--- config.mk ---
export PLATFORM = sky130hd
export DESIGN_NAME = mem_arbiter
export DESIGN_NICKNAME = d
export VERILOG_FILES = /design/src/rtl/mem_pkg.sv /design/src/rtl/rr_arbiter.sv /design/src/rtl/mem_arbiter.sv
export SDC_FILE = /design/constraint.sdc
export NUM_CORES = 1
export LEC_CHECK = 0
export ABC_AREA = 1
export CELL_PAD_IN_SITES_DETAIL_PLACEMENT = 2
export CELL_PAD_IN_SITES_GLOBAL_PLACEMENT = 2
export CORE_AREA = 2 2 326 328
export DETAILED_ROUTE_END_ITERATION = 10
export DIE_AREA = 0 0 328 330
export PLACE_DENSITY = 0.69
export SLEW_MARGIN = 20
export SYNTH_ARGS = -nofsm -noshare
export SYNTH_HDL_FRONTEND = slang
export SYNTH_SLANG_ARGS = --single-unit
--- constraint.sdc ---
create_clock -name clk -period 11.6 [get_ports clk]
set_input_delay 2.32 -clock clk [delete_from_list [all_inputs] [get_ports clk]]
set_output_delay 2.32 -clock clk [all_outputs]
set_load 0.05 [all_outputs]
--- src/rtl/mem_pkg.sv ---
// Shared state encoding, grant-policy codes and default widths for the memory arbiter.
package mem_pkg;

   typedef enum logic [1:0] {
      StIdle = 2'd0,
      StBusy = 2'd1,
      StResp = 2'd2
   } arb_state_e;

   localparam int unsigned ArbFixed      = 0;
   localparam int unsigned ArbRoundRobin = 1;

   localparam int unsigned DefNumCh     = 3;
   localparam int unsigned DefAddrBits  = 16;
   localparam int unsigned DefLineBits  = 128;
   localparam int unsigned DefTimeout   = 64;

endpackage

--- src/rtl/rr_arbiter.sv ---
// Combinational grant selection: fixed priority (lowest index) or round-robin from ptr_i.
module rr_arbiter
   import mem_pkg::*;
#(
   parameter int unsigned NUM_CH = DefNumCh,
   localparam int unsigned IdxW  = $clog2(NUM_CH)
) (
   input  logic [NUM_CH-1:0] req_i,
   input  logic [IdxW-1:0]   ptr_i,
   input  logic              mode_i,
   output logic [NUM_CH-1:0] grant_o,
   output logic [IdxW-1:0]   idx_o
);

   logic [IdxW-1:0] start;
   int unsigned     cand;
   logic            found;

   // Fixed priority is round-robin search anchored at channel 0.
   assign start = mode_i ? ptr_i : '0;

   // Scan channels from start, wrapping at NUM_CH-1, and take the first requester.
   always_comb begin
      grant_o = '0;
      idx_o   = '0;
      found   = 1'b0;
      cand    = 0;
      for (int unsigned k = 0; k < NUM_CH; k++) begin
         cand = 32'(start) + k;
         if (cand >= NUM_CH) begin
            cand = cand - NUM_CH;
         end
         if (!found && req_i[cand[IdxW-1:0]]) begin
            found                      = 1'b1;
            grant_o[cand[IdxW-1:0]]    = 1'b1;
            idx_o                      = cand[IdxW-1:0];
         end
      end
   end

endmodule

--- src/rtl/mem_arbiter.sv ---
// Arbitrates several cache-line requesters onto one backing-memory port, one
// transaction at a time, with an optional downstream timeout.
module mem_arbiter
   import mem_pkg::*;
#(
   parameter int unsigned NUM_CH    = DefNumCh,
   parameter int unsigned ADDR_BITS = DefAddrBits,
   parameter int unsigned LINE_BITS = DefLineBits,
   parameter int unsigned ARB_MODE  = ArbRoundRobin,
   parameter int unsigned TIMEOUT   = DefTimeout
) (
   input  logic                        clk,
   input  logic                        rst,
   input  logic [NUM_CH-1:0]           ch_req,
   input  logic [NUM_CH-1:0]           ch_we,
   input  logic [NUM_CH*ADDR_BITS-1:0] ch_addr,
   input  logic [NUM_CH*LINE_BITS-1:0] ch_wline,
   output logic [NUM_CH-1:0]           ch_valid,
   output logic [LINE_BITS-1:0]        ch_rline,
   output logic                        ch_err,
   output logic                        dn_req,
   output logic                        dn_we,
   output logic [ADDR_BITS-1:0]        dn_addr,
   output logic [LINE_BITS-1:0]        dn_wline,
   input  logic                        dn_valid,
   input  logic [LINE_BITS-1:0]        dn_rline,
   output logic                        busy
);

   localparam int unsigned IdxW  = $clog2(NUM_CH);
   localparam int unsigned WaitW = (TIMEOUT > 1) ? $clog2(TIMEOUT + 1) : 1;

   arb_state_e           state_q;
   logic [IdxW-1:0]      ptr_q;
   logic [IdxW-1:0]      ptr_nxt;
   logic [IdxW-1:0]      grant_idx;
   logic [NUM_CH-1:0]    grant;
   logic [NUM_CH-1:0]    gnt_q;
   logic [WaitW-1:0]     wait_q;
   logic                 timeout_hit;
   logic [NUM_CH-1:0]    ch_valid_q;
   logic [LINE_BITS-1:0] ch_rline_q;
   logic                 ch_err_q;
   logic                 dn_req_q;
   logic                 dn_we_q;
   logic [ADDR_BITS-1:0] dn_addr_q;
   logic [LINE_BITS-1:0] dn_wline_q;

   rr_arbiter #(
      .NUM_CH (NUM_CH)
   ) u_rr_arbiter (
      .req_i   (ch_req),
      .ptr_i   (ptr_q),
      .mode_i  (ARB_MODE == ArbRoundRobin),
      .grant_o (grant),
      .idx_o   (grant_idx)
   );

   // Pointer moves one past the winner so the winner gets lowest priority next time.
   assign ptr_nxt = (32'(grant_idx) == NUM_CH - 1) ? '0 : grant_idx + 1'b1;

   // Fires on the BUSY cycle that would bring the wait count up to TIMEOUT.
   assign timeout_hit = (TIMEOUT != 0) && ((32'(wait_q) + 32'd1) == TIMEOUT);

   // Transaction FSM; all outputs are registered here. dn_valid wins over a same-cycle timeout.
   always_ff @(posedge clk or posedge rst) begin
      if (rst) begin
         state_q    <= StIdle;
         ptr_q      <= '0;
         gnt_q      <= '0;
         wait_q     <= '0;
         ch_valid_q <= '0;
         ch_rline_q <= '0;
         ch_err_q   <= 1'b0;
         dn_req_q   <= 1'b0;
         dn_we_q    <= 1'b0;
         dn_addr_q  <= '0;
         dn_wline_q <= '0;
      end else begin
         ch_valid_q <= '0;
         ch_err_q   <= 1'b0;
         unique case (state_q)
            StIdle: begin
               if (|ch_req) begin
                  gnt_q      <= grant;
                  ptr_q      <= ptr_nxt;
                  wait_q     <= '0;
                  dn_req_q   <= 1'b1;
                  dn_we_q    <= ch_we[grant_idx];
                  dn_addr_q  <= ch_addr[32'(grant_idx) * ADDR_BITS +: ADDR_BITS];
                  dn_wline_q <= ch_wline[32'(grant_idx) * LINE_BITS +: LINE_BITS];
                  state_q    <= StBusy;
               end
            end
            StBusy: begin
               if (dn_valid) begin
                  ch_rline_q <= dn_we_q ? '0 : dn_rline;
                  ch_valid_q <= gnt_q;
                  dn_req_q   <= 1'b0;
                  state_q    <= StResp;
               end else if (timeout_hit) begin
                  ch_rline_q <= '0;
                  ch_valid_q <= gnt_q;
                  ch_err_q   <= 1'b1;
                  dn_req_q   <= 1'b0;
                  state_q    <= StResp;
               end else begin
                  wait_q <= wait_q + 1'b1;
               end
            end
            StResp: begin
               state_q <= StIdle;
            end
            default: begin
               state_q <= StIdle;
            end
         endcase
      end
   end

   assign ch_valid = ch_valid_q;
   assign ch_rline = ch_rline_q;
   assign ch_err   = ch_err_q;
   assign dn_req   = dn_req_q;
   assign dn_we    = dn_we_q;
   assign dn_addr  = dn_addr_q;
   assign dn_wline = dn_wline_q;
   assign busy     = (state_q != StIdle);

endmodule

==> Implementation_results.wiki <==
{| class="wikitable"
! Metric !! Value
|-
| Outcome || complete, no violations
|-
| Worst-Margin Slew || 1.03 ns
|-
| Final RePlAce weighted congestion || 0.854
|-
| Mean routed wirelength per cell || 21.3 um
|-
| Post-synthesis instance total || 2125
|-
| Leading cell types in the layout, fill and taps excluded || clkdlybuf4s50_1, nand2_1, nand3_1
|-
| H-Tree Depth || 2
|-
| Power per cell area || 327 nW/um^2
|-
| Yosys top cell area share || 47.3%
|-
| Routed wire length || 92.1 mm
|-
| Detail-routed via count per cell || 4.08
|-
| Max frequency || 184 MHz
|-
| Initial Util || 14.8%
|-
| Post-layout instance count excluding filler cells || 4332
|-
| Vias in the first global route || 19200
|-
| Cell area after placement || 25200 sq um
|-
| Data arrival at the endpoint of the critical path || 5.91 ns
|-
| Die height || 330 um
|-
| Minimum period implied by the final worst setup slack || 5.44 ns
|-
| Relative slew slack || 31.0%
|-
| Initial antenna violation count || 30
|-
| Post-synthesis register bit count || 292
|-
| Layout area overhead || 72.1%
|-
| Post-route cell area || 26600 sq um
|-
| Number of violations of the max-capacitance limit || 0
|-
| Type of element launching the critical path || input pin
|-
| Number of placed I/O pins || 848
|-
| Kind of path behind the tightest hold check || register to register
|-
| Maximum buffer depth of the clock tree || 3
|-
| Cell types with the largest area share after synthesis || dfrtp_1, nand2_1, nand3_1
|-
| Register area share after synthesis || 47.3%
|-
| Most common cell after layout, fill and taps aside || clkdlybuf4s50_1
|-
| Post-detailed-placement half-perimeter wirelength || 68.0 mm
|-
| Cells after DPL || 4235
|-
| Post-Route Setup TNS || 0 ns
|-
| Number of failing hold endpoints at the final stage || 0
|-
| Leak pwr || 12.5 nW
|-
| Aggregate global-route resource usage || 16.3%
|-
| RSZ-0062 raised after global routing || no
|-
| First drt pass iteration count || 4
|-
| Number of max-slew violations in the final report || 0
|-
| Number of different library cells in the post-synthesis netlist || 31
|-
| Final Cycle Share || 46.9%
|-
| Count of endpoints failing setup in the final report || 0
|-
| Maximum fanout count along the critical path || 79
|-
| Clock tree sinks || 292
|-
| Data required time at the worst endpoint || 12.07 ns
|-
| Warnings, synthesis || 0
|-
| Final-stage net count || 3464
|-
| Share of cells above drive strength 1 || 3.50%
|-
| Core Box Area || 105000 sq um
|-
| Number of buffers inserted during clock tree synthesis || 43
|-
| Area leader, netlist || dfrtp_1
|-
| CTS tree || yes
|-
| Post-CTS resize count || 0
|-
| Worst-Skew Late Latency || 0.61 ns
|-
| Total die area || 108000 sq um
|-
| Post-route clock skew || 0.0250 ns
|-
| Number of nets still failing antenna checks after routing || 0
|-
| Avg Synthesized Cell Area || 7.28 sq um
|-
| Total congestion overflow || 0
|-
| Hold buffer count at CTS || 0
|-
| Width of the die || 328 um
|-
| Synth Net Count || 2700
|-
| WS Path Type || input pin to register
|-
| DRC marker count from the first detailed-route iteration || 728
|-
| Postcts setup bufs || 0
|-
| Detailed-route via count || 17700
|-
| Worst vdd rail ir drop || 0.000160 V
|-
| Maximum number of pins on one net before global-route repair || 121
|-
| Clock Tree Root || clkbuf_16
|-
| Number of cell rows || 119
|-
| Post-synthesis instance area || 15500 sq um
|-
| Clock Pin Slew Worst Setup and Hold Paths || 0.06 ns
|-
| First-pass GRT wire length || 131 mm
|-
| Element type at the critical path end || register
|-
| Number of input and output port buffers inserted || 847
|-
| Remaining design rule violation count || 0
|}
power breakdown:
part           switching, W  internal (W)  total, W
logic               0.00387       0.00164   0.00551
clock network      0.000564      0.000779   0.00134
registers          0.000315       0.00154   0.00185
per-stage QoR:
| stage | setup slack (ns) | hold WS, ns | utilization (%) | total power (W) |
|---|---|---|---|---|
| final | 6.16 | 0.496 | 25.4 | 0.00871 |
| after global routing | 5.80 | 0.516 | 25.4 | 0.00928 |
| after CTS | 6.05 | 0.502 | 25.4 | 0.00891 |
| after detailed placement | 5.40 | 0.491 | 24.1 | 0.00748 |
| after global placement | 5.42 | 0.474 | 24.1 | 0.00739 |
| after floorplan | 1.22 | 0.453 | - | 0.00534 |
routing by layer:
layer	up-vias	global-route usage [%]	routed length (um)
met5	-	0	92
met4	14	7.23	3450
met3	152	4.38	5530
met2	483	27.5	45500
met1	8758	19.4	37600
li1	8263	-	-
Yosys cell counts:
library cell    n
a22oi_1         1
buf_2          41
o21ai_1         2
nand2_4         1
xor2_1          3
buf_4          27
buf_1          10
o21ai_2         1
o21ai_0         5
clkbuf_1       67
nand3_4         1
o211ai_1       49
nor3_1          4
nor3_2          1
a31oi_2         1
a21oi_1       194
inv_1         310
inv_2           4
nand3_1       391
nand3_2         1
a41oi_1         1
xnor2_1         1
ha_1            6
nor2_4          1
nor2_1        111
nand2_1       584
buf_6           4
nor2_2          1
dfrtp_1       292
and2_1          1
nand4_1         9
path summary, 6_finish.rpt:
path	startpoint	endpoint	slack, ns	depth (start not counted)
max	ch_req[2]	dn_wline[93]	6.16	9
min	ch_rline[13]	ch_rline[13]	0.50	2
max reg2reg	ptr_q[1]	dn_wline[93]	7.49	12
min reg2reg	ch_rline[13]	ch_rline[13]	0.50	2
max in group asynchronous	rst	dn_wline[104]	7.28	4
min in group asynchronous	rst	ch_rline[79]	2.17	2
registers in the layout, indices dropped and copies added (netlist names):
register,count
wait_q,7
dn_req,1
ptr_q,2
ch_rline,128
dn_addr,16
gnt_q,3
ch_err,1
dn_wline,128
dn_we,1
state_q,2
ch_valid,3
critical path, cell delays in order:
cell             delay [ns]
clkdlybuf4s50_1        0.53
inv_1                  0.14
nor3_1                 0.29
nand3_4                0.62
nand3_4                0.70
buf_4                  0.83
nand2_1                0.13
o211ai_1               0.16
nand2_1                0.09
cells by family (layout without fill, tap and decap cells):
family                     after synthesis  after routing  synth area share, %
and+or+nand+nor                       1106           1106                 30.5
buffers and inverters                  463           1256                 12.4
DFF                                    292            292                 47.3
AOI/OAI and AO/OA                      254            254                 9.13
adders and majority gates                6              6                0.485
xor gates and xnor gates                 4              4                0.227
other                                    0             23                    0
layout make-up:
| class | instances | area [sq um] |
|---|---|---|
| clock buffers | 63 | 1230 |
| inverters | 314 | 1190 |
| diodes | 23 | 57.6 |
| well taps | 1391 | 1740 |
| repair buffers | 868 | 8650 |
| clock inverters | 11 | 148 |
| multi-input cells | 1370 | 6290 |
| fillers | 12200 | 78100 |
| flip-flops and latches | 292 | 7310 |
Note: power is estimated with default switching activity, not from simulation.
